==> src/rtl/uart_msg_pkg.sv <==
// -----------------------------------------------------------------------------
// uart_msg_pkg
// Shared definitions for the UART message scheduler:
//   - message IDs for the canned status strings
//   - per-ID start offset and length inside the message ROM
//   - scheduler state encoding
// -----------------------------------------------------------------------------
package uart_msg_pkg;

    localparam int MSG_RED_ON    = 0;
    localparam int MSG_RED_OFF   = 1;
    localparam int MSG_GREEN_ON  = 2;
    localparam int MSG_GREEN_OFF = 3;
    localparam int MSG_BLUE_ON   = 4;
    localparam int MSG_BLUE_OFF  = 5;
    localparam int NUM_MSG       = 6;

    // Total bytes stored back to back in the ROM.
    localparam int ROM_BYTES = 57;

    // Start offset and length of each message, indexed by message ID.
    localparam int MSG_START [NUM_MSG] = '{0, 8, 17, 27, 38, 47};
    localparam int MSG_LEN   [NUM_MSG] = '{8, 9, 10, 11, 9, 10};

    typedef enum logic [2:0] {
        ST_IDLE,
        ST_SEND,
        ST_WAIT_START,
        ST_WAIT_DONE,
        ST_ACK
    } state_t;

endpackage

==> src/rtl/uart_msg_rom.sv <==
// -----------------------------------------------------------------------------
// uart_msg_rom
// Combinational message ROM. Holds the six status strings back to back and
// reports where a given message lives plus the byte at an absolute address.
//   msg_id  in  : message ID; IDs of NUM_MSG or above report start 0, len 0
//   addr    in  : absolute ROM byte address
//   start   out : first byte address of msg_id
//   len     out : byte count of msg_id
//   data    out : ROM byte at addr (0 beyond the stored text)
// -----------------------------------------------------------------------------
module uart_msg_rom
    import uart_msg_pkg::*;
#(
    parameter int MSG_ID_W   = 3,
    parameter int ROM_ADDR_W = 6
) (
    input  logic [MSG_ID_W-1:0]   msg_id,
    input  logic [ROM_ADDR_W-1:0] addr,
    output logic [ROM_ADDR_W-1:0] start,
    output logic [ROM_ADDR_W-1:0] len,
    output logic [7:0]            data
);

    // First character sits in the most significant byte.
    localparam logic [8*ROM_BYTES-1:0] ROM_TEXT = {
        "Red ON",    8'h0D, 8'h0A,
        "Red OFF",   8'h0D, 8'h0A,
        "Green ON",  8'h0D, 8'h0A,
        "Green OFF", 8'h0D, 8'h0A,
        "Blue ON",   8'h0D, 8'h0A,
        "Blue OFF",  8'h0D, 8'h0A
    };

    always_comb begin
        // NOTE: every output gets a default before any conditional assignment,
        // otherwise unmatched IDs/addresses would infer latches.
        start = '0;
        len   = '0;
        for (int i = 0; i < NUM_MSG; i++) begin
            if (msg_id == MSG_ID_W'(i)) begin
                start = ROM_ADDR_W'(MSG_START[i]);
                len   = ROM_ADDR_W'(MSG_LEN[i]);
            end
        end
    end

    always_comb begin
        data = 8'h00;
        for (int i = 0; i < ROM_BYTES; i++) begin
            if (addr == ROM_ADDR_W'(i)) data = ROM_TEXT[(ROM_BYTES-1-i)*8 +: 8];
        end
    end

endmodule

==> src/rtl/uart_tx_scheduler.sv <==
// -----------------------------------------------------------------------------
// uart_tx_scheduler
// Shares one byte-wide UART transmitter between NUM_REQ requesters. Each
// requester asks for a whole canned message by ID; a round-robin arbiter picks
// one, the bytes are walked out of uart_msg_rom one transmit handshake at a
// time, and the requester gets a one-cycle ack when its last byte has left.
//   clk, rst          : clock, asynchronous active-high reset
//   req               : level request per requester, held until ack
//   req_msg           : message ID per requester, slice i at [i*MSG_ID_W +: MSG_ID_W]
//   ack               : one-cycle completion pulse on the granted bit
//   busy              : high from grant through the ack cycle
//   grant_id          : current or last granted requester
//   transmit, tx_byte : UART byte strobe and data
//   is_transmitting   : UART busy flag
// -----------------------------------------------------------------------------
module uart_tx_scheduler
    import uart_msg_pkg::*;
#(
    parameter int NUM_REQ    = 4,
    parameter int MSG_ID_W   = 3,
    parameter int ROM_ADDR_W = 6
) (
    input  logic                         clk,
    input  logic                         rst,
    input  logic [NUM_REQ-1:0]           req,
    input  logic [NUM_REQ*MSG_ID_W-1:0]  req_msg,
    output logic [NUM_REQ-1:0]           ack,
    output logic                         busy,
    output logic [$clog2(NUM_REQ)-1:0]   grant_id,
    output logic                         transmit,
    output logic [7:0]                   tx_byte,
    input  logic                         is_transmitting
);

    localparam int GID_W = $clog2(NUM_REQ);

    state_t                state, state_n;
    logic [GID_W-1:0]      ptr, ptr_n;
    logic [GID_W-1:0]      grant_id_n;
    logic [ROM_ADDR_W-1:0] addr, addr_n;
    logic [ROM_ADDR_W-1:0] remaining, remaining_n;
    logic [NUM_REQ-1:0]    ack_n;
    logic                  busy_n;
    logic                  transmit_n;
    logic [7:0]            tx_byte_n;

    logic [2*NUM_REQ-1:0]  req_rot;
    logic [GID_W-1:0]      pick;
    logic                  pick_valid;
    logic [MSG_ID_W-1:0]   rom_id;
    logic [ROM_ADDR_W-1:0] rom_start;
    logic [ROM_ADDR_W-1:0] rom_len;
    logic [7:0]            rom_data;

    // Round-robin pick: rotate the request vector so the pointer lands at
    // bit 0, then take the lowest set bit and map it back to an index.
    always_comb begin
        req_rot    = {req, req} >> ptr;
        pick       = '0;
        pick_valid = 1'b0;
        for (int k = 0; k < NUM_REQ; k++) begin
            if (!pick_valid && req_rot[k]) begin
                pick_valid = 1'b1;
                pick       = GID_W'((int'(ptr) + k) % NUM_REQ);
            end
        end
    end

    // The ROM only needs a message ID at grant time; afterwards addr is
    // absolute, so the requester's ID may change without effect.
    always_comb begin
        rom_id = '0;
        for (int k = 0; k < NUM_REQ; k++) begin
            if (pick == GID_W'(k)) rom_id = req_msg[k*MSG_ID_W +: MSG_ID_W];
        end
    end

    uart_msg_rom #(
        .MSG_ID_W  (MSG_ID_W),
        .ROM_ADDR_W(ROM_ADDR_W)
    ) u_rom (
        .msg_id(rom_id),
        .addr  (addr),
        .start (rom_start),
        .len   (rom_len),
        .data  (rom_data)
    );

    always_comb begin
        state_n     = state;
        ptr_n       = ptr;
        grant_id_n  = grant_id;
        addr_n      = addr;
        remaining_n = remaining;
        ack_n       = '0;
        busy_n      = busy;
        transmit_n  = 1'b0;
        tx_byte_n   = tx_byte;

        unique case (state)
            ST_IDLE: begin
                // busy drops here, one cycle after the ack, unless a new
                // grant keeps it high.
                busy_n = 1'b0;
                if (pick_valid) begin
                    grant_id_n  = pick;
                    addr_n      = rom_start;
                    remaining_n = rom_len;
                    busy_n      = 1'b1;
                    state_n     = (rom_len == '0) ? ST_ACK : ST_SEND;
                end
            end
            ST_SEND: begin
                if (!is_transmitting) begin
                    transmit_n  = 1'b1;
                    tx_byte_n   = rom_data;
                    addr_n      = addr + ROM_ADDR_W'(1);
                    remaining_n = remaining - ROM_ADDR_W'(1);
                    state_n     = ST_WAIT_START;
                end
            end
            ST_WAIT_START: begin
                if (is_transmitting) state_n = ST_WAIT_DONE;
            end
            ST_WAIT_DONE: begin
                if (!is_transmitting) state_n = (remaining == '0) ? ST_ACK : ST_SEND;
            end
            ST_ACK: begin
                for (int k = 0; k < NUM_REQ; k++) begin
                    if (grant_id == GID_W'(k)) ack_n[k] = 1'b1;
                end
                ptr_n   = (grant_id == GID_W'(NUM_REQ-1)) ? '0 : grant_id + GID_W'(1);
                state_n = ST_IDLE;
            end
            default: state_n = ST_IDLE;
        endcase
    end

    // NOTE: sequential state uses non-blocking assignments so every flop
    // samples the pre-edge values computed above, independent of order.
    always_ff @(posedge clk or posedge rst) begin
        if (rst) begin
            state     <= ST_IDLE;
            ptr       <= '0;
            grant_id  <= '0;
            addr      <= '0;
            remaining <= '0;
            ack       <= '0;
            busy      <= 1'b0;
            transmit  <= 1'b0;
            tx_byte   <= 8'h00;
        end else begin
            state     <= state_n;
            ptr       <= ptr_n;
            grant_id  <= grant_id_n;
            addr      <= addr_n;
            remaining <= remaining_n;
            ack       <= ack_n;
            busy      <= busy_n;
            transmit  <= transmit_n;
            tx_byte   <= tx_byte_n;
        end
    end

endmodule

==> config.mk <==
export PLATFORM = sky130hd
export DESIGN_NAME = uart_tx_scheduler
export DESIGN_NICKNAME = d
export VERILOG_FILES = /design/src/rtl/uart_msg_pkg.sv /design/src/rtl/uart_msg_rom.sv /design/src/rtl/uart_tx_scheduler.sv
export SDC_FILE = /design/constraint.sdc
export NUM_CORES = 1
export LEC_CHECK = 0
export ABC_AREA = 1
export BUFFER_PORTS_ARGS = -buffer_cell sky130_fd_sc_hd__buf_2
export CAP_MARGIN = 15
export CORE_ASPECT_RATIO = 2
export CORE_UTILIZATION = 55
export CTS_BUF_LIST = sky130_fd_sc_hd__clkbuf_4
export DETAILED_ROUTE_END_ITERATION = 8
export GPL_TIMING_DRIVEN = 0
export PLACE_DENSITY_LB_ADDON = 0.08
export SYNTH_ARGS = -nofsm -noshare
export SYNTH_HDL_FRONTEND = slang
export SYNTH_HIERARCHICAL = 1
export SYNTH_SLANG_ARGS = --single-unit
==> constraint.sdc <==
create_clock -name clk -period 5 [get_ports clk]
set_input_delay 1 -clock clk [delete_from_list [all_inputs] [get_ports clk]]
set_output_delay 1 -clock clk [all_outputs]
set_load 0.02 [all_outputs]
==> parameters.txt <==
Parameter                              Value

Route
  Average routed wire per standard cell ... about 16 um
  Via count of the routed design ... around 3.3k
  Count of routing violations after the opening detailed-route iteration ... ~140
  Via count normalized by instance count ... between 5 and 6
  Total length of routed wires ... 9000 um
  Remaining antenna violation count after routing ... 0
  Detailed-route DRC error count ... 0
  Iteration count of the initial detailed-routing pass ... 6

Synth
  Number of synthesized flops with an enable pin ... 0
  Top-area cell type share of the netlist area ... 26.9%
  Ys flop type ... dfrtp_1
  Largest cells by area after synthesis ... dfrtp_1, nand2_1, inv_1, nand3_1, nor2_1
  Number of warnings reported in the yosys synthesis log ... 6
  Share of synthesized flip-flops with an asynchronous set or reset ... between 90% and 100%
  Number of instances in the synthesized netlist ... around 470
  Total of flip-flops plus latches after synthesis ... 33
  Most repeated cell in the gate-level netlist after synthesis ... nand2_1
  Mean cell area of the mapped netlist ... 6.51 um^2
  Area of the mapped netlist ... just over 3000 um^2
  Post-synth top cells ... nand2_1, inv_1, nor2_1
  Count of different cell masters after synthesis ... 50
  Cell accounting for the most synthesized area ... dfrtp_1
  Sequential share of the synthesized area ... about 27%

Worst hold path
  Worst hold path class ... reg -> reg

Clock tree
  TritonCTS Sinks ... 33
  H-tree levels ... 2
  Clock buffer count from CTS ... 5
  Clock Latency Late Sink ... 0.36 ns
  # Post-CTS Setup Buffers ... 0
  Buffer type at the clock tree root ... clkbuf_4
  Clock tree from TritonCTS ... built
  Resized Gates After CTS ... 0
  Clock transition at the registers of the reported paths ... 0.10 ns
  Post-CTS Hold Buffers ... 0
  Clock Path Buffers ... 2

Power
  Power density of the placed cells ... approximately 760 nW/um^2
  Max IR drop VDD ... ~0.51 mV
  Net load switching power ... approximately 0.0015 W
  Leakage power figure ... about 1.8 nW
  Share of total power in the clock network ... approximately 8.0%
  Power Internal ... roughly 0.0011 W
  Part of the total power dissipated in sequential elements ... between 10% and 20%
  Fraction of power spent switching nets ... 56.9%
  Portion of total power attributed to combinational logic ... about 73%

Timing
  Final Cycle Share ... between 60 and 70%
  Headroom to the max-slew limit ... about half
  Final count of pins violating max slew ... 0
  Setup violators final ... 0
  Worst clock skew on the final layout ... around 0.0071 ns
  Max Freq ... approximately 330 MHz
  Hold Vio Cnt, Final ... 0
  RSZ-0062 raised after global routing ... no
  Worst Max-Slew Pin Slew ... 0.769 ns
  Post-route setup TNS ... 0 ns
  Fin Hold WS ... roughly 0.48 ns
  Clock period minus worst slack ... 3.06 ns

Outcome
  Outcome ... finished clean

Final layout
  Antenna diode instance count ... 0
  Reg area ... 826 um^2
  Layout overhead on the synthesized area ... 11.8%
  Net count, final ... ~540
  Filler cell count in the final layout ... roughly 530
  Area of combinational cells with multiple inputs ... ~1900 um^2
  Fraction of layout cells with a size suffix above 1 ... 21.8%

GRT
  Number of antenna violations at the first check in global routing ... 0
  Global-route usage over all layers ... a little under two fifths
  Maximum number of pins on one net before global-route repair ... 19
  Grt total ovfl ... 0
  First-pass GRT wire length ... about 15000 um
  Via count of the first global-routing pass ... between 3k and 4k

Setup path
  Critical Path RT ... around 5.3 ns
  Type of origin of the critical path ... input port
  Sort of element at the end of the critical path ... flip-flop
  Critical path arrival ... about 3.4 ns
  Crit path kind ... in -> reg
  Top fanout value on the critical path ... 9

Die
  Area of the die ... between 5000 and 6000 um^2
  I/O pin count ... 35
  Die width ... between 50 and 60 um
  Effective utilization at floorplan ... between 50% and 60%
  # rows ... 38
  Die Y-Extent ... about 110 um
  Area of the core ... ~5400 um^2

Place
  Placed wire-length estimate after detailed placement ... 7010 um
  Final Wtd Congestion ... between 0.9 and 1
  I/O Buffers ... 34

Flow run
  Number of maximum-capacitance violations ... 0
-- cell type report --
cell class | count | area share [%]
inverters | 76 | 8.49
well taps | 60 | 2.19
plain buffers | 14 | 3.17
flip-flops and latches | 33 | 24.0
repair buffers | 35 | 5.76
clock inverters | 2 | 0.984
clock buffers | 6 | 1.31
multi-input cells | 352 | 54.1
-- state kept, by name, summed over array words and instances, names as in the netlist --
name / cells
ack: 4
addr: 6
busy: 1
grant_id: 2
ptr: 2
remaining: 6
state: 3
transmit: 1
tx_byte: 8
-- stage by stage --
stage	total power, W	area [um^2]	cells	utilization [%]	setup WS (ns)
finish	0.00261	3430	578	63.4	1.94
floorplan	0.00193	3080	475	-	2.11
CTS	0.00257	3430	578	63.4	1.96
detailed placement	0.00236	3360	570	61.9	1.59
global route	0.00289	3430	578	63.4	1.71
global placement	0.00232	3330	569	61.4	1.61
-- per-layer routing --
| metal | wire length [um] | vias up | GRT usage [%] |
|---|---|---|---|
| met2 | 4880 | 140 | 61.5 |
| met4 | 571 | 0 | 26.0 |
| met1 | 2890 | 1476 | 29.1 |
| met5 | 0 | - | 0 |
| li1 | - | 1630 | - |
| met3 | 656 | 53 | 22.9 |
-- cell usage in the layout, fill, tap and decap left out, types with 3 or more instances in the layout --
| cell | count |
|---|---|
| clkbuf_4 | 6 |
| inv_1 | 62 |
| nor3_1 | 8 |
| nor2_2 | 9 |
| a31oi_1 | 6 |
| inv_2 | 10 |
| buf_4 | 6 |
| o2111ai_1 | 4 |
| o211ai_1 | 3 |
| a21oi_1 | 4 |
| dfrtp_1 | 33 |
| o211ai_2 | 3 |
| clkinv_1 | 3 |
| o21ai_1 | 7 |
| nand2_2 | 15 |
| nor2_1 | 56 |
| nand4_1 | 16 |
| nand2_1 | 113 |
| ha_1 | 7 |
| nand3_1 | 46 |
| nand2_4 | 4 |
| buf_2 | 37 |
| buf_6 | 4 |
| o21ai_0 | 15 |
| conb_1 | 4 |
| nor2_4 | 3 |
-- cell families after synthesis --
family | count (synthesis) | share of synthesized area, %
simple gates | 281 | 43.4
buf+inv | 90 | 13.0
compound gates | 56 | 12.5
xor+xnor | 4 | 1.14
flops | 33 | 26.9
fa+ha+maj | 7 | 2.85
other cells | 1 | 0.122
-- final timing paths --
check,slack [ns],start,end,cells past startpoint
max,1.94,req[3],state[0],20
min,0.48,tx_byte[7],tx_byte[7],2
max reg2reg,2.13,ptr[0],state[0],18
min reg2reg,0.48,tx_byte[7],tx_byte[7],2
max in group asynchronous,3.70,rst,ack[2],3
min in group asynchronous,0.76,rst,tx_byte[3],2
-- worst max-delay path: stages --
cell	delay [ns]
buf_2	0.12
inv_1	0.05
nand2_1	0.05
nand3_2	0.10
nand2_2	0.09
inv_1	0.08
nand4_1	0.11
nand2_1	0.10
nand2_2	0.13
nor2_2	0.18
nand2_1	0.06
nand4_1	0.17
inv_1	0.08
nor2_1	0.17
inv_1	0.08
o21bai_1	0.28
nor2_1	0.09
nand4_1	0.16
a22oi_1	0.11
o21ai_1	0.14
-- power by group through the flow --
stage / Combinational, W / Sequential (W) / Clock [W]
floorplan: 0.00141 / 0.000523 / 0
global placement: 0.00183 / 0.000494 / 0
detailed placement: 0.00186 / 0.000498 / 0
CTS: 0.00186 / 0.000494 / 0.000213
global route: 0.00216 / 0.000508 / 0.000228
finish: 0.00191 / 0.000492 / 0.000210
Note: power is estimated with default switching activity, not from simulation.
